--- config.mk ---
export PLATFORM = sky130hd
export DESIGN_NAME = hit_scheduler_flat
export DESIGN_NICKNAME = d
export VERILOG_FILES = /design/src/rtl/hit_scheduler_if.sv /design/src/rtl/hit_scheduler.sv /design/src/flat_wrapper.sv
export SDC_FILE = /design/constraint.sdc
export NUM_CORES = 1
export LEC_CHECK = 0
export BUFFER_PORTS_ARGS = -buffer_cell sky130_fd_sc_hd__buf_2
export CELL_PAD_IN_SITES_DETAIL_PLACEMENT = 1
export CELL_PAD_IN_SITES_GLOBAL_PLACEMENT = 2
export CORE_ASPECT_RATIO = 1.1
export CORE_MARGIN = 2
export CORE_UTILIZATION = 34
export CTS_CLUSTER_DIAMETER = 50
export DETAILED_ROUTE_END_ITERATION = 8
export GPL_TIMING_DRIVEN = 1
export MAX_ROUTING_LAYER = met4
export PLACE_DENSITY_LB_ADDON = 0.1
export SYNTH_ARGS = -nofsm -noshare
export SYNTH_HDL_FRONTEND = slang
export SYNTH_SLANG_ARGS = --single-unit
--- constraint.sdc ---
create_clock -name clk -period 6.7 [get_ports clk]
set_input_delay 0.67 -clock clk [delete_from_list [all_inputs] [get_ports clk]]
set_output_delay 0.67 -clock clk [all_outputs]
set_load 0.005 [all_outputs]
--- src/rtl/hit_scheduler_if.sv ---
// -----------------------------------------------------------------------------
// hit_scheduler_if
//   Valid/ready channel carrying the index of one pending hit from the hit
//   scheduler to the downstream event logic.
//
//   Signals:
//     out_valid  - out_chan holds a pending hit (driven by the scheduler)
//     out_ready  - downstream accepts; accept = out_valid & out_ready
//     out_chan   - index of the presented channel
//
//   Modports:
//     master - the scheduler side (drives out_valid/out_chan)
//     slave  - the consumer side (drives out_ready)
// -----------------------------------------------------------------------------
interface hit_scheduler_if #(
    parameter int CHAN_WIDTH = 3
);
    logic                  out_valid;
    logic                  out_ready;
    logic [CHAN_WIDTH-1:0] out_chan;

    modport master (
        output out_valid,
        output out_chan,
        input  out_ready
    );

    modport slave (
        input  out_valid,
        input  out_chan,
        output out_ready
    );
endinterface

--- src/rtl/hit_scheduler.sv ---
// -----------------------------------------------------------------------------
// hit_scheduler
//   Detects rising edges on CHAN_COUNT hit lines, keeps one pending flag per
//   channel and hands pending hits out one at a time as a channel index over a
//   valid/ready channel. Hits arriving on a channel that is already pending
//   (and not being accepted in that cycle) are lost and counted in a
//   saturating counter.
//
//   Build option:
//     HIT_SCHED_RR_EN defined   - round-robin arbitration, search starts one
//                                 past the last granted channel.
//     HIT_SCHED_RR_EN undefined - fixed priority, highest eligible index wins.
//
//   Ports:
//     clk       in   clock, everything on the rising edge
//     rst_n     in   asynchronous active-low reset
//     hit       in   level hit inputs, synchronous to clk
//     hit_out   out  OR of all pending flags
//     pending   out  per-channel pending flags
//     lost_cnt  out  saturating count of lost hits
//     clr_lost  in   synchronous clear of lost_cnt
//     out_if    master modport of hit_scheduler_if (out_valid/out_ready/out_chan)
// -----------------------------------------------------------------------------
module hit_scheduler #(
    parameter int CHAN_COUNT = 8,
    parameter int CHAN_WIDTH = 3,
    parameter int LOST_WIDTH = 8
) (
    input  logic                  clk,
    input  logic                  rst_n,
    input  logic [CHAN_COUNT-1:0] hit,
    output logic                  hit_out,
    output logic [CHAN_COUNT-1:0] pending,
    output logic [LOST_WIDTH-1:0] lost_cnt,
    input  logic                  clr_lost,
    hit_scheduler_if.master       out_if
);

    localparam int CNT_W = $clog2(CHAN_COUNT + 1);
    localparam int SUM_W = ((LOST_WIDTH > CNT_W) ? LOST_WIDTH : CNT_W) + 1;
    localparam logic [SUM_W-1:0] LOST_MAX =
        {{(SUM_W-LOST_WIDTH){1'b0}}, {LOST_WIDTH{1'b1}}};

    typedef enum logic {
        IDLE    = 1'b0,
        PRESENT = 1'b1
    } state_t;

    state_t                state;
    state_t                state_nxt;
    logic [CHAN_COUNT-1:0] hit_q;
    logic [CHAN_COUNT-1:0] rise;
    logic [CHAN_COUNT-1:0] clr_vec;
    logic [CHAN_COUNT-1:0] eligible;
    logic [CHAN_COUNT-1:0] lost_vec;
    logic [CHAN_COUNT-1:0] pending_nxt;
    logic [CNT_W-1:0]      lost_num;
    logic [LOST_WIDTH-1:0] lost_nxt;
    logic [CHAN_WIDTH-1:0] out_chan_r;
    logic [CHAN_WIDTH-1:0] winner;
    logic                  out_valid;
    logic                  accept;
    logic                  load;

    // Number of set bits in a channel vector.
    function automatic logic [CNT_W-1:0] popcount(input logic [CHAN_COUNT-1:0] vec);
        logic [CNT_W-1:0] cnt;
        cnt = '0;
        for (int i = 0; i < CHAN_COUNT; i++) begin
            cnt = cnt + {{(CNT_W-1){1'b0}}, vec[i]};
        end
        return cnt;
    endfunction

    // base + inc, clamped at all-ones of the lost counter width.
    function automatic logic [LOST_WIDTH-1:0] sat_add(input logic [LOST_WIDTH-1:0] base,
                                                      input logic [CNT_W-1:0]      inc);
        logic [SUM_W-1:0] sum;
        sum = SUM_W'(base) + SUM_W'(inc);
        if (sum > LOST_MAX) begin
            return '1;
        end
        return sum[LOST_WIDTH-1:0];
    endfunction

    // Outputs come straight from registers (state is a single flop).
    assign out_valid       = (state == PRESENT);
    assign out_if.out_valid = out_valid;
    assign out_if.out_chan  = out_chan_r;
    assign hit_out          = |pending;

    assign accept = out_valid & out_if.out_ready;
    assign rise   = hit & ~hit_q;

    always_comb begin
        for (int i = 0; i < CHAN_COUNT; i++) begin
            clr_vec[i] = accept && (out_chan_r == CHAN_WIDTH'(i));
        end
    end

    // A rise in the same cycle as its own accept re-queues the channel
    // instead of being counted as lost. Fresh rises are not eligible yet.
    assign eligible    = pending & ~clr_vec;
    assign lost_vec    = rise & eligible;
    assign pending_nxt = eligible | rise;
    assign lost_num    = popcount(lost_vec);
    assign lost_nxt    = sat_add(clr_lost ? '0 : lost_cnt, lost_num);

`ifdef HIT_SCHED_RR_EN
    logic [CHAN_WIDTH-1:0] last_grant;

    // Pick the eligible channel at the smallest circular distance from the
    // channel after last_grant. last_grant resets to the top channel so the
    // first search after reset starts at channel 0.
    always_comb begin : rr_search
        int start;
        int dist;
        int best;
        winner = '0;
        best   = CHAN_COUNT;
        start  = (int'(last_grant) >= CHAN_COUNT - 1) ? 0 : int'(last_grant) + 1;
        for (int i = 0; i < CHAN_COUNT; i++) begin
            dist = (i >= start) ? (i - start) : (i - start + CHAN_COUNT);
            if (eligible[i] && (dist < best)) begin
                best   = dist;
                winner = CHAN_WIDTH'(i);
            end
        end
    end

    always_ff @(posedge clk or negedge rst_n) begin
        if (!rst_n) begin
            last_grant <= CHAN_WIDTH'(CHAN_COUNT - 1);
        end else if (load) begin
            last_grant <= winner;
        end
    end
`else
    // Highest eligible index wins: later iterations overwrite earlier ones.
    always_comb begin : fixed_search
        winner = '0;
        for (int i = 0; i < CHAN_COUNT; i++) begin
            if (eligible[i]) begin
                winner = CHAN_WIDTH'(i);
            end
        end
    end
`endif

    always_comb begin
        state_nxt = state;
        load      = 1'b0;
        case (state)
            IDLE: begin
                if (|eligible) begin
                    load      = 1'b1;
                    state_nxt = PRESENT;
                end
            end
            PRESENT: begin
                if (accept) begin
                    if (|eligible) begin
                        load = 1'b1;
                    end else begin
                        state_nxt = IDLE;
                    end
                end
            end
            default: state_nxt = IDLE;
        endcase
    end

    always_ff @(posedge clk or negedge rst_n) begin
        if (!rst_n) begin
            state      <= IDLE;
            hit_q      <= '0;
            pending    <= '0;
            lost_cnt   <= '0;
            out_chan_r <= '0;
        end else begin
            state    <= state_nxt;
            hit_q    <= hit;
            pending  <= pending_nxt;
            lost_cnt <= lost_nxt;
            if (load) begin
                out_chan_r <= winner;
            end
        end
    end

endmodule
--- src/flat_wrapper.sv ---
// flat-port wrapper written by rule: the top's interface ports become plain ports
module hit_scheduler_flat 
#(
    parameter int CHAN_COUNT = 8,
    parameter int CHAN_WIDTH = 3,
    parameter int LOST_WIDTH = 8
)
  (clk, rst_n, hit, hit_out, pending, lost_cnt, clr_lost, out_if_out_valid, out_if_out_chan, out_if_out_ready);
  hit_scheduler_if #(.CHAN_WIDTH(CHAN_WIDTH)) out_if_i ();
  input  logic clk;
  input  logic rst_n;
  input  logic [CHAN_COUNT-1:0] hit;
  output logic hit_out;
  output logic [CHAN_COUNT-1:0] pending;
  output logic [LOST_WIDTH-1:0] lost_cnt;
  input  logic clr_lost;
  output wire logic [$bits(out_if_i.out_valid)-1:0] out_if_out_valid;
  output wire logic [$bits(out_if_i.out_chan)-1:0] out_if_out_chan;
  input wire logic [$bits(out_if_i.out_ready)-1:0] out_if_out_ready;
  assign out_if_out_valid = out_if_i.out_valid;
  assign out_if_out_chan = out_if_i.out_chan;
  assign out_if_i.out_ready = out_if_out_ready;
  hit_scheduler #(.CHAN_COUNT(CHAN_COUNT), .CHAN_WIDTH(CHAN_WIDTH), .LOST_WIDTH(LOST_WIDTH)) u_core (.clk(clk), .rst_n(rst_n), .hit(hit), .hit_out(hit_out), .pending(pending), .lost_cnt(lost_cnt), .clr_lost(clr_lost), .out_if(out_if_i));
endmodule
# Word level (Yosys, flattened, before mapping)
# Cells that the tools add are included.
[op_classes]
n_bitwise = 8
muxes = 16
magnitude_cmp = 1
reduce_logical = 11
n_eq_ne = 7
addsub = 8
[ops]
columns = ["operator", "count"]
rows = [
  ["$add 4x1->4", 6],
  ["$and 8x8->8", 3],
  ["$mux 8", 3],
  ["$not 8->8", 2],
  ["$reduce_or 8->1", 2],
  ["$eq 3x3->1 const B", 4],
  ["$mux 3", 4],
  ["$add 8x4->9", 1],
  ["$gt 9x8->1 const B", 1],
  ["$logic_and 1x1->1", 8],
  ["$or 8x8->8", 1],
  ["$eq 3x2->1 const B", 2],
  ["$mux 1", 5],
  ["$mux 2", 2],
  ["$pmux 1 s2", 2],
  ["$eq 3x1->1 const B", 1],
  ["$logic_not 3->1", 1],
  ["$add 1x1->2", 1],
  ["$and 1x1->1", 1],
  ["$not 1->1", 1],
]
[totals]
in_bits = 12
elab_cells = 56
regBits = 28
output_inout_bits = 21

# Longest topological paths before layout
# Gate-level depths: netlist of run 1.
[logic_depth]
ltp_word = 16
mapped_depth = 17

# Worst setup path before layout of run 1
# Ideal clock, no wire load.
[synth_timing]
path_type = "input -> register"
startpoint = "in out_if_out_ready"
endpoint = "reg u_core.lost_cnt[5]"
path_slack_ns = 1.802
arrival_ns = 4.763
stages = 16
n_path_buf = 1
path_cell_list = "nand3b_4 -> o31ai_2 -> nor2_1 -> ha_1 -> inv_1 -> fa_1 -> fa_1 -> inv_1 -> fa_1 -> fa_1 -> fa_1 -> a21o_1 -> a21oi_1 -> or3b_2 -> clkbuf_1 -> nand3_1"
[synth_between]
elab_chain_cells = 16
elab_cells_between_ends = 23
cone_classes = "add/sub: 8; order compare: 1; mux: 2; bitwise: 4; reduce/logical: 8"
[synth_rtl]
columns = ["item", "line", "source"]
rows = [
  ["start, declared", "flat_wrapper.sv:19", "input wire logic [$bits(out_if_i.out_ready)-1:0] out_if_out_ready;"],
  ["$and 1x1->1 *", "hit_scheduler.sv:92", "assign accept = out_valid & out_if.out_ready;"],
  ["$logic_and 1x1->1", "hit_scheduler.sv:97", "clr_vec[i] = accept && (out_chan_r == CHAN_WIDTH'(i));"],
  ["$not 8->8 *", "hit_scheduler.sv:103", "assign eligible = pending & ~clr_vec;"],
  ["$and 8x8->8 *", "hit_scheduler.sv:103", ""],
  ["$and 8x8->8 *", "hit_scheduler.sv:104", "assign lost_vec = rise & eligible;"],
  ["$add 1x1->2", "hit_scheduler.sv:70", "cnt = cnt + {{(CNT_W-1){1'b0}}, vec[i]};"],
  ["$add 4x1->4 (5 in series)", "hit_scheduler.sv:70", ""],
  ["$add 4x1->4 *", "hit_scheduler.sv:70", ""],
  ["$add 8x4->9 *", "hit_scheduler.sv:79", "sum = SUM_W'(base) + SUM_W'(inc);"],
  ["$gt 9x8->1", "hit_scheduler.sv:80", "if (sum > LOST_MAX) begin"],
  ["$mux 1", "hit_scheduler.sv:80", ""],
  ["$mux 8 *", "hit_scheduler.sv:83", "return sum[LOST_WIDTH-1:0];"],
  ["via u_core.lost_nxt[5]", "hit_scheduler.sv:58", "logic [LOST_WIDTH-1:0] lost_nxt;"],
  ["end signal, assigned", "hit_scheduler.sv:184", "lost_cnt <= lost_nxt;"],
  ["end, declared", "hit_scheduler.sv:34", "output logic [LOST_WIDTH-1:0] lost_cnt,"],
]
# Mark *: on every way through the listed nets, which the timed path passes. The rest lies on a longest branch.
# A chain may end at the register's enable or synchronous reset.

# Final worst setup path of run 1
[layout_timing]
startpoint = "reg u_core.out_chan_r[1], in the netlist u_core.out_if.out_chan[1]"
endpoint = "reg u_core.lost_cnt[5]"
[layout_between]
elab_chain_cells = 16
elab_cells_between_ends = 30
cone_classes = "add/sub: 8; order compare: 1; eq/ne: 7; mux: 2; bitwise: 3; reduce/logical: 9"
[layout_rtl]
columns = ["item", "line", "source"]
rows = [
  ["start, declared", "hit_scheduler.sv:59", "logic [CHAN_WIDTH-1:0] out_chan_r;"],
  ["start signal, assigned", "hit_scheduler.sv:186", "out_chan_r <= winner;"],
  ["$eq 3x1->1 / $logic_not 3->1 (equally long branches)", "hit_scheduler.sv:97", ""],
  ["$logic_and 1x1->1", "hit_scheduler.sv:97", ""],
  ["$not 8->8 *", "hit_scheduler.sv:103", ""],
  ["$and 8x8->8 *", "hit_scheduler.sv:103", ""],
  ["$and 8x8->8 *", "hit_scheduler.sv:104", ""],
  ["$add 1x1->2", "hit_scheduler.sv:70", ""],
  ["$add 4x1->4 (5 in series)", "hit_scheduler.sv:70", ""],
  ["$add 4x1->4 *", "hit_scheduler.sv:70", ""],
  ["$add 8x4->9 *", "hit_scheduler.sv:79", ""],
  ["$gt 9x8->1", "hit_scheduler.sv:80", ""],
  ["$mux 1", "hit_scheduler.sv:80", ""],
  ["$mux 8 *", "hit_scheduler.sv:83", ""],
  ["via u_core.lost_nxt[5]", "hit_scheduler.sv:58", ""],
]
# Marked as above.

==> flow_summary_export.csv, run 1 <==
group,metric,value,unit
cts,worstSkewPairLatency,0.28,ns
sta,final.setup_skew,0.004013,ns
logic_synthesis,ys_warn_count,0,
logic_synthesis,synth_edf_count,0,
setup_path,worst_path_most_repeated_cell,"fa_1",
final_layout,design_area,1877,sq um
floorplan,fp.dieW,69.06,um
global_route,gr-total-overflow,0,
power_and_ir_drop,pwr-share-seq,0.387,
final_layout,drive_gt1_frac,0.3128,
floorplan,ios,33,
cts,cts_hold_buf,0,
power_and_ir_drop,vdd_drop_max,0.1476,mV
cts,path_clk_slew,0.10,ns
global_route,grtUsageTotal,0.1496,
run,max-cap-violations,0,
drt,drcViolationCount,0,
power_and_ir_drop,p_clk_frac,0.220,
global_route,grt_pass1_wl,5823,um
cts,cts_max_level,1,
logic_synthesis,ys_ff_latch,28,
logic_synthesis,yosysSeqAreaShare,0.4427,
final_layout,syn2layout_area_growth,18.58,%
drt,vias,1179,
setup_path,rrSetupSlack,1.82,ns
drt,vias_per_cell,5.017,
logic_synthesis,yosys.area.top_type,"dfrtp_1",
final_layout,antenna_cells,0,
setup_path,cp-start-kind,"register",
floorplan,rows,26,
drt,first_iter_violations,34,
power_and_ir_drop,switchingPower,0.2276,mW
final_layout,layout.area.seq,700.7,sq um
logic_synthesis,netlist_area,1583,sq um
floorplan,die-area,5218,sq um
final_layout,nNetsFinal,204,
cts,cts_root_buf,"clkbuf_8",
logic_synthesis,synth_cell_types,42,
final_layout,multi_input_area,829.5,sq um
sta,fmax,205.1,MHz
sta,worst_pin_slew,0.6732,ns
global_route,antenna_found_initial,0,
setup_path,path_max_fanout,7,
drt,wirelength,3624,um
global_route,grt_pass1_vias,1222,
logic_synthesis,synth_top_area_frac,0.4427,
cts,post_cts_buffers,0,
logic_synthesis,syn_inst,145,
global_route,grt_max_degree,29,
logic_synthesis,synth_area_leaders,"dfrtp_1 (44%), fa_1 (6.3%), ha_1 (5.5%)",
setup_path,crit_type,"reg2reg",
drt,wire_per_inst,15.42,um
floorplan,die_h,75.56,um
setup_path,cp_data_required_time,6.87,ns
setup_path,crit_chain,"nand2b_2 > o21ai_2 > nor2_1 > ha_1 > inv_1 > fa_1 > fa_1 > inv_1 > fa_1 > fa_1 > fa_1 > a21o_1 > a21oi_1 > or3b_2 > nand3_1",
power_and_ir_drop,powerDensity,331.5,nW/um^2
cts,cts_sinks,28,
sta,setup_viol,0,
logic_synthesis,postSynthAreaPerCell,10.92,sq um
min_path,hold_class,"in2async",
setup_path,cp-end-kind,"register",
setup_path,max_stage_delay,0.54,ns
sta,hold_violations,0,
setup_path,arrival,5.05,ns
cts,cts_buffers,3,
sta,finalCritPeriodShare,0.7278,
cts,cts_tree,"yes",
floorplan,core,4554,sq um
logic_synthesis,synth_ff_type,"dfrtp_1",
setup_path,r2r_cells,15,
drt,drt-pass1-iter-count,4,
logic_synthesis,synth_common_cells,"dfrtp_1 (28), nand2_1 (13), inv_1 (12)",
power_and_ir_drop,p_comb_frac,0.393,
power_and_ir_drop,p_leak,0.9054,nW
logic_synthesis,synthArstFlopShare,1.000,
setup_path,r2r_end,"u_core.lost_cnt[5]",
setup_path,r2r_start,"u_core.out_if.out_chan[1]",
power_and_ir_drop,internal_power,0.3945,mW
sta,period_minus_slack,4.876,ns
placed_design,globalplace.congestion,0.7208,
sta,maxSlewHeadroom,0.5512,
floorplan,initial_core_util,0.3475,
final_layout,fill_cells,525,
sta,fin_tns_setup,0,ns
drt,antenna_left,0,
placed_design,place.port_buffers,32,
placed_design,dp_hpwl,2948,um
cts,clockBufferDepth,2,
cts,ctsResizeCount,0,
sta,rsz0062_at_grt,"no",
placed_design,dpl-instance-area,1805,sq um
logic_synthesis,synth.most_common_cell,"dfrtp_1",
logic_synthesis,syn_nets,169,
power_and_ir_drop,p_sw_frac,0.3658,
setup_path,critPathSlowestCell,"fa_1",
sta,drv_slew,0,
outcome,outcome,"finished, final reports clean",
how the worst max path moves through the flow:
stage                                    startpoint                  to  cells past startpoint
after floorplan                    out_if_out_ready  u_core.lost_cnt[5]                     16
after global placement             out_if_out_ready  u_core.lost_cnt[7]                     16
after detailed placement           out_if_out_ready  u_core.lost_cnt[5]                     16
after CTS                 u_core.out_if.out_chan[1]  u_core.lost_cnt[5]                     15
after global routing      u_core.out_if.out_chan[1]  u_core.lost_cnt[5]                     15
final                     u_core.out_if.out_chan[1]  u_core.lost_cnt[5]                     15
worst max-delay path, delay by kind of cell, from the launching register on:
family,cells,cell delay (ns)
flip-flops,1,0.50
adder cells (fa/ha/maj),6,2.75
AND/OR/NAND/NOR,4,0.71
AO/OA/AOI/OAI,3,0.72
buffers and inverters,2,0.11
through the flow:
step	util	total power, mW	instances	hold WS (ns)	setup WS, ns
global placement	0.3964	0.4900	231	0.4320	1.543
floorplan	-	0.4058	145	0.3744	1.802
finish	0.4121	0.6221	235	0.4079	1.824
global route	0.4121	0.6732	235	0.4468	1.502
detailed placement	0.3964	0.4929	231	0.4320	1.487
CTS	0.4121	0.6348	235	0.4281	1.765
flip-flops by register name, indices dropped and copies added, names as in the netlist:
signal,count
u_core.lost_cnt,8
u_core.hit_q,8
u_core.out_if.out_chan,3
u_core.pending,8
u_core.out_if.out_valid,1
power by group through the flow:
stage / Combinational (mW) / Sequential [mW] / Clock (mW)
after global placement: 0.247 / 0.243 / 0
after CTS: 0.252 / 0.242 / 0.141
after floorplan: 0.165 / 0.240 / 0
final: 0.245 / 0.241 / 0.137
after detailed placement: 0.247 / 0.246 / 0
after global routing: 0.278 / 0.247 / 0.148
placed cells by master (no fill, tap or decap), types with 2 or more instances in the layout:
master and instances:
nand3_1 4, o21ai_0 6, a21oi_1 3, fa_1 5, or3_1 4, nor2b_1 6
nand2b_1 9, xnor2_1 3, inv_1 12, buf_2 32, a21o_1 2, clkbuf_8 3
o21ai_2 6, ha_1 7, nand2_1 13, nor2_1 8, nor4_1 2, dfrtp_1 28
layout make-up:
class                   count  area share
repair buffers             32     0.08533
flip-flops and latches     28      0.3733
clock inverters             1     0.01600
inverters                  12     0.02400
multi-input cells         103      0.4420
well taps                  56     0.03733
clock buffers               3     0.02200
routing by layer:
layer | GRT usage | routed length (um) | vias up
li1 | - | - | 563
met1 | 0.1560 | 1433 | 591
met2 | 0.2981 | 2041 | 21
met3 | 0.01455 | 103 | 4
met4 | 0.05229 | 46 | 0
met5 | - | 0 | -
logic make-up after synthesis:
group / share of synthesized area
multiplexers: 0.006324
flip-flops: 0.4427
AND/OR/NAND/NOR: 0.2214
XOR/XNOR: 0.02214
AO/OA/AOI/OAI: 0.1557
buffers and inverters: 0.03320
adder cells (fa/ha/maj): 0.1186
Note: power is estimated with default switching activity, not from simulation.
==> inputs of run 2 (changes only) <==
--- a/config.mk
+++ b/config.mk
@@ -5,12 +5,13 @@
 export SDC_FILE = /design/constraint.sdc
 export NUM_CORES = 1
 export LEC_CHECK = 0
+export ABC_AREA = 1
 export BUFFER_PORTS_ARGS = -buffer_cell sky130_fd_sc_hd__buf_2
 export CELL_PAD_IN_SITES_DETAIL_PLACEMENT = 1
 export CELL_PAD_IN_SITES_GLOBAL_PLACEMENT = 2
 export CORE_ASPECT_RATIO = 1.1
 export CORE_MARGIN = 2
-export CORE_UTILIZATION = 34
+export CORE_UTILIZATION = 29
 export CTS_CLUSTER_DIAMETER = 50
 export DETAILED_ROUTE_END_ITERATION = 8
 export GPL_TIMING_DRIVEN = 1
==> constraint.sdc (replaced) <==
create_clock -name clk -period 4.4 [get_ports clk]
set_input_delay 0.44 -clock clk [delete_from_list [all_inputs] [get_ports clk]]
set_output_delay 0.44 -clock clk [all_outputs]
set_load 0.005 [all_outputs]
==> run 2 against run 1 <==
Sequential power rose by 36%. Worst setup slack got worse by 1.7 ns. Clock skew rose by 0.0022 ns. Power rose by 28%.
==> flow_summary_export.csv, run 2 <==
group,metric,value,unit
outcome,outcome,"finished, final reports clean",
cts,cts_hold_buf,0,
logic_synthesis,synthSimpleGateAreaFrac,0.2667,
floorplan,core,5101,sq um
drt,vias_per_cell,4.535,
placed_design,place.port_buffers,32,
final_layout,syn2layout_area_growth,35.46,%
setup_path,cp-end-kind,"register",
logic_synthesis,synth_xor_xnor_area_share,0.02256,
final_layout,design_area,2103,sq um
drt,drcViolationCount,0,
sta,maxSlewHeadroom,0.5471,
cts,cts_max_level,1,
logic_synthesis,synth_ff_type,"dfrtp_1",
final_layout,nNetsFinal,255,
power_and_ir_drop,powerDensity,377.8,nW/um^2
logic_synthesis,postSynthAreaPerCell,8.773,sq um
logic_synthesis,synth.most_common_cell,"nand2_1",
drt,drt-pass1-iter-count,4,
sta,period_minus_slack,4.246,ns
logic_synthesis,ys_ff_latch,28,
cts,cts_sinks,28,
cts,path_clk_slew,0.10,ns
drt,wirelength,4106,um
final_layout,fill_cells,605,
sta,drv_slew,0,
logic_synthesis,synth_cell_types,22,
sta,hold_violations,0,
setup_path,path_max_fanout,4,
setup_path,arrival,4.41,ns
global_route,grt_pass1_vias,1469,
sta,hold_slack,0.1848,ns
final_layout,fin_cells,301,
logic_synthesis,netlist_area,1553,sq um
drt,antenna_left,0,
setup_path,cp-start-kind,"register",
sta,worst_pin_slew,0.6794,ns
placed_design,dp_hpwl,3271,um
cts,cts_tree,"yes",
power_and_ir_drop,vdd_drop_max,0.1764,mV
logic_synthesis,synth_top_family_by_area,"simple AND/OR/NAND/NOR gates",
drt,wl_met1,1633,um
placed_design,dpl-instance-area,1893,sq um
global_route,gr-total-overflow,0,
setup_path,crit_type,"reg2reg",
logic_synthesis,synth_top_area_frac,0.4512,
floorplan,die-area,5956,sq um
drt,wire_per_inst,13.64,um
floorplan,rows,27,
logic_synthesis,syn_inst,177,
placed_design,globalplace.congestion,0.8317,
final_layout,mostFrequentLayoutCells,"buf_2 (32), nand2_1 (28), dfrtp_1 (28)",
sta,setup_viol,0,
cts,cts_root_buf,"clkbuf_8",
min_path,hold_class,"in2async",
global_route,grtUsageTotal,0.1547,
logic_synthesis,synthArstFlopShare,1.000,
sta,rsz0062_at_grt,"yes",
placed_design,place_inst,293,
cts,clockBufferDepth,2,
sta,fmax,235.5,MHz
drt,route.met3.wl,90,um
sta,final.setup_skew,0.006254,ns
logic_synthesis,syn_nets,201,
power_and_ir_drop,p_leak,1.075,nW
logic_synthesis,synth_common_cells,"nand2_1 (39), inv_1 (29), dfrtp_1 (28)",
floorplan,ios,33,
logic_synthesis,ys_warn_count,0,
logic_synthesis,synth_area_leaders,"dfrtp_1 (45%), nand2_1 (9.4%), inv_1 (7.0%)",
floorplan,initial_core_util,0.3044,
run,max-cap-violations,0,
logic_synthesis,muxShareOfSynthArea,0,
logic_synthesis,synth-adder-area-share,0.1209,
final_layout,fin_util,0.4123,
cts,worstSkewPairLatency,0.28,ns
global_route,grt_pass1_wl,6858,um
final_layout,layout_commonest_cell,"buf_2",
sta,finalCritPeriodShare,0.9650,
logic_synthesis,yosysSeqAreaShare,0.4512,
drt,vias,1365,
floorplan,fp.dieW,73.77,um
global_route,antenna_found_initial,0,
setup_path,cp_data_required_time,4.57,ns
floorplan,die_h,80.75,um
final_layout,drive_gt1_frac,0.4585,
logic_synthesis,yosys.area.top_type,"dfrtp_1",
final_layout,reg_top3,"u_core.hit_q (8), u_core.lost_cnt (8), u_core.pending (8)",
logic_synthesis,synth-compound-area-share,0.06608,
global_route,grt_max_degree,29,
drt,met2_length,2318,um
drt,top_layer,"met4",
drt,first_iter_violations,23,
logic_synthesis,synth_edf_count,0,
final_layout,antenna_cells,0,
cts,cts_buffers,3,
[run 2: cells by family after synthesis]
logic type	after synthesis
AO/OA/AOI/OAI	18
XOR/XNOR	4
adder cells (fa/ha/maj)	12
buffers and inverters	30
flip-flops	28
AND/OR/NAND/NOR	85
[run 2: final timing paths]
check	end	startpoint	slack, ns	cells after the start
setup / recovery	u_core.lost_cnt[7]	u_core.out_if.out_valid	0.15	21
hold / removal	u_core.hit_q[2]	rst_n	0.18	1
setup reg to reg	u_core.lost_cnt[7]	u_core.out_if.out_valid	0.15	21
hold reg to reg	u_core.pending[6]	u_core.hit_q[6]	0.47	1
max in group asynchronous	u_core.pending[7]	rst_n	3.77	1
min in group clk	u_core.hit_q[1]	hit[1]	0.27	1
[run 2: where the power goes]
group / internal (mW) / leakage, nW / switching [mW]
Combinational: 0.142 / 0.736 / 0.180
Sequential: 0.297 / 0.318 / 0.0299
Clock: 0.0617 / 0.0216 / 0.0843
Total: 0.501 / 1.07 / 0.294
[run 2: cell type report]
class	count	area [sq um]	area share
well taps	72	90.09	0.04283
inverters	30	112.6	0.05354
clock buffers	3	41.29	0.01963
flip-flops and latches	28	700.7	0.3331
multi-input cells	119	867.1	0.4123
repair buffers	49	291.5	0.1386
[run 2: what timing repair did]
| action | CTS | global route |
|---|---|---|
| setup endpoints to repair | 8 | 8 |
| setup buffers | 0 | 5 |
| gates resized for setup | 6 | 35 |
| pin swaps | 6 | 15 |
[run 2: critical path: stages (launching register included)]
cell and delay [ns]:
dfrtp_1 0.38, nand2_2 0.08, nor2_4 0.16, nand2_2 0.09, nand2_2 0.09, nor3_2 0.04
ha_1 0.28, inv_2 0.04, fa_1 0.46, fa_1 0.51, inv_2 0.04, fa_2 0.40
fa_2 0.35, xor2_1 0.15, ha_1 0.37, nand3_2 0.10, nand2_2 0.08, nand2_2 0.07
a21oi_4 0.23, nand3_2 0.10, nand3_2 0.07, nand3_2 0.07
[run 2: per-stage QoR]
step / setup TNS [ns] / worst slack, ns / power [mW]
3_5_place_dp: -2.990 / -0.4395 / 0.6252
6_report: 0 / 0.1538 / 0.7947
2_1_floorplan: 0 / 0.005482 / 0.4979
4_1_cts: 0 / 0.01595 / 0.7803
5_1_grt: -0.1271 / -0.05398 / 0.8649
3_3_place_gp: -2.529 / -0.3420 / 0.6157
[run 2: per-layer routing]
metal	up-vias	global-route usage
met1	674	0.1742
met4	0	0.04909
met2	24	0.2813
met3	7	0.01985
li1	660	-
met5	-	-
==> inputs of run 3 (changes only) <==
--- a/config.mk
+++ b/config.mk
@@ -6,7 +6,7 @@
 export NUM_CORES = 1
 export LEC_CHECK = 0
 export ABC_AREA = 1
-export BUFFER_PORTS_ARGS = -buffer_cell sky130_fd_sc_hd__buf_2
+export BUFFER_PORTS_ARGS = -buffer_cell sky130_fd_sc_hd__clkbuf_2
 export CELL_PAD_IN_SITES_DETAIL_PLACEMENT = 1
 export CELL_PAD_IN_SITES_GLOBAL_PLACEMENT = 2
 export CORE_ASPECT_RATIO = 1.1
@@ -14,7 +14,7 @@
 export CORE_UTILIZATION = 29
 export CTS_CLUSTER_DIAMETER = 50
 export DETAILED_ROUTE_END_ITERATION = 8
-export GPL_TIMING_DRIVEN = 1
+export GPL_TIMING_DRIVEN = 0
 export MAX_ROUTING_LAYER = met4
 export PLACE_DENSITY_LB_ADDON = 0.1
 export SYNTH_ARGS = -nofsm -noshare
==> run 3 against run 2 <==
Power rose by 2.4%. Critical path depth did not move. Clock skew barely moved. Fmax fell by 0.96%. Design area fell by 3.3%. Flip-flop and latch count did not move. Global-route usage rose by 0.23 points. First-iteration DRC count rose by 52%. Worst hold slack improved by 0.011 ns. Critical endpoint unchanged. Largest power group unchanged.
==> flow_summary_export.csv, run 3 (synthesized netlist as in run 2, its figures left out) <==
group,metric,value,unit
placed_design,globalplace.congestion,0.8011,
drt,wire_per_inst,13.87,um
placed_design,dp_hpwl,3107,um
cts,cts_hold_buf,0,
setup_path,cp-end-kind,"register",
drt,vias,1353,
cts,cts_sinks,28,
final_layout,syn2layout_area_growth,30.94,%
final_layout,antenna_cells,0,
sta,maxSlewHeadroom,0.5090,
setup_path,crit_type,"reg2reg",
drt,first_iter_violations,35,
sta,drv_slew,0,
sta,hold_slack,0.1959,ns
placed_design,preCtsSetupSlack,-0.7045,ns
power_and_ir_drop,vdd_drop_max,0.1501,mV
sta,finalCritPeriodShare,0.9744,
cts,cts_max_level,1,
sta,worst_pin_slew,0.7365,ns
setup_path,rrSetupSlack,0.11,ns
setup_path,path_max_fanout,4,
cts,worstSkewPairLatency,0.28,ns
sta,finalWorstSetupSlack,0.1125,ns
setup_path,arrival,4.46,ns
global_route,grt_pass1_wl,6844,um
min_path,hold_class,"in2async",
drt,drcViolationCount,0,
setup_path,crit_family,"adder cells",
floorplan,die_h,80.75,um
cts,cts_buffers,3,
global_route,grt_max_degree,29,
drt,vias_per_cell,4.571,
cts,cts_root_buf,"clkbuf_8",
final_layout,fill_cells,622,
final_layout,drive_gt1_frac,0.4107,
run,max-cap-violations,0,
drt,antenna_left,0,
drt,drt-pass1-iter-count,4,
floorplan,initial_core_util,0.3044,
placed_design,place.port_buffers,32,
cts,cts_tree,"yes",
setup_path,worst_path_most_repeated_cell,"nand2_2",
setup_path,critPathSlowestCell,"fa_1",
final_layout,reg_top3,"u_core.hit_q (8), u_core.lost_cnt (8), u_core.pending (8)",
sta,period_minus_slack,4.288,ns
sta,rsz0062_at_grt,"yes",
cts,path_clk_slew,0.10,ns
cts,clockBufferDepth,2,
sta,fmax,233.2,MHz
floorplan,fp.dieW,73.77,um
global_route,grtUsageTotal,0.1570,
floorplan,rows,27,
setup_path,cp_data_required_time,4.57,ns
floorplan,ios,33,
floorplan,core,5101,sq um
sta,final.setup_skew,0.005776,ns
setup_path,crit_buf_inv,2,
sta,hold_violations,0,
drt,wirelength,4105,um
final_layout,nNetsFinal,249,
setup_path,max_stage_delay,0.52,ns
setup_path,crit_chain,"nand2_2 > nor2_4 > nand2_2 > nand2_2 > nor3_2 > ha_1 > inv_2 > fa_1 > fa_1 > inv_2 > fa_2 > fa_2 > xor2_1 > ha_1 > a21oi_1 > nand2_2 > nand2_1 > a21oi_2 > nand3_1 > nand3_1 > nand3_2",
floorplan,die-area,5956,sq um
outcome,outcome,"finished, final reports clean",
global_route,gr-total-overflow,0,
final_layout,mostFrequentLayoutCells,"nand2_1 (34), clkbuf_2 (32), dfrtp_1 (26)",
power_and_ir_drop,p_leak,1.056,nW
sta,setup_viol,0,
final_layout,layout_commonest_cell,"nand2_1",
global_route,grt_pass1_vias,1504,
setup_path,cp-start-kind,"register",
power_and_ir_drop,powerDensity,400.3,nW/um^2
global_route,antenna_found_initial,0,
==> run 3: area by class of cell <==
cell class / count / area (sq um) / share of cell area
tap: 72 / 90.09 / 0.04431
inverter: 30 / 112.6 / 0.05538
timing repair buffer: 43 / 242.7 / 0.1194
sequential: 28 / 703.2 / 0.3458
clock buffer: 4 / 55.05 / 0.02708
multi-input combinational: 119 / 829.5 / 0.4080
==> run 3: what timing repair did <==
item                       4_1_cts  5_1_grt
pin swaps                        9       21
cloned                           0        0
setup endpoints to repair        8        8
gates resized for setup         17       14
setup buffers                    7        4
==> run 3: final timing paths <==
kind,startpoint,endpoint,cells after the start
max,u_core.out_if.out_valid,u_core.lost_cnt[7],21
min,rst_n,u_core.pending[4],1
max reg2reg,u_core.out_if.out_valid,u_core.lost_cnt[7],21
min reg2reg,u_core.hit_q[7],u_core.pending[7],1
max in group asynchronous,rst_n,u_core.out_if.out_chan[0],1
min in group clk,hit[1],u_core.hit_q[1],1
==> run 3: report_power, final <==
group          switching [mW]  internal (mW)
sequential             0.0325          0.298
clock                  0.0846         0.0803
combinational           0.175          0.143
total                   0.292          0.522
==> run 3: layer usage <==
| layer | global-route usage | wire length [um] | vias up |
|---|---|---|---|
| li1 | - | - | 648 |
| met1 | 0.1661 | 1590 | 672 |
| met2 | 0.2955 | 2328 | 26 |
| met3 | 0.02481 | 123 | 7 |
| met4 | 0.04727 | 62 | 0 |
| met5 | - | 0 | - |
==> run 3: through the flow <==
| step | total power, mW | cells | TNS (ns) | util | cell area, sq um |
|---|---|---|---|---|---|
| after floorplan | 0.4979 | 177 | 0 | - | 1553 |
| after global routing | 0.8944 | 296 | -0.6075 | 0.3986 | 2033 |
| after global placement | 0.5889 | 281 | -4.082 | 0.3534 | 1803 |
| final | 0.8139 | 296 | 0 | 0.3986 | 2033 |
| after CTS | 0.7918 | 292 | 0 | 0.3846 | 1962 |
| after detailed placement | 0.5967 | 281 | -4.903 | 0.3534 | 1803 |
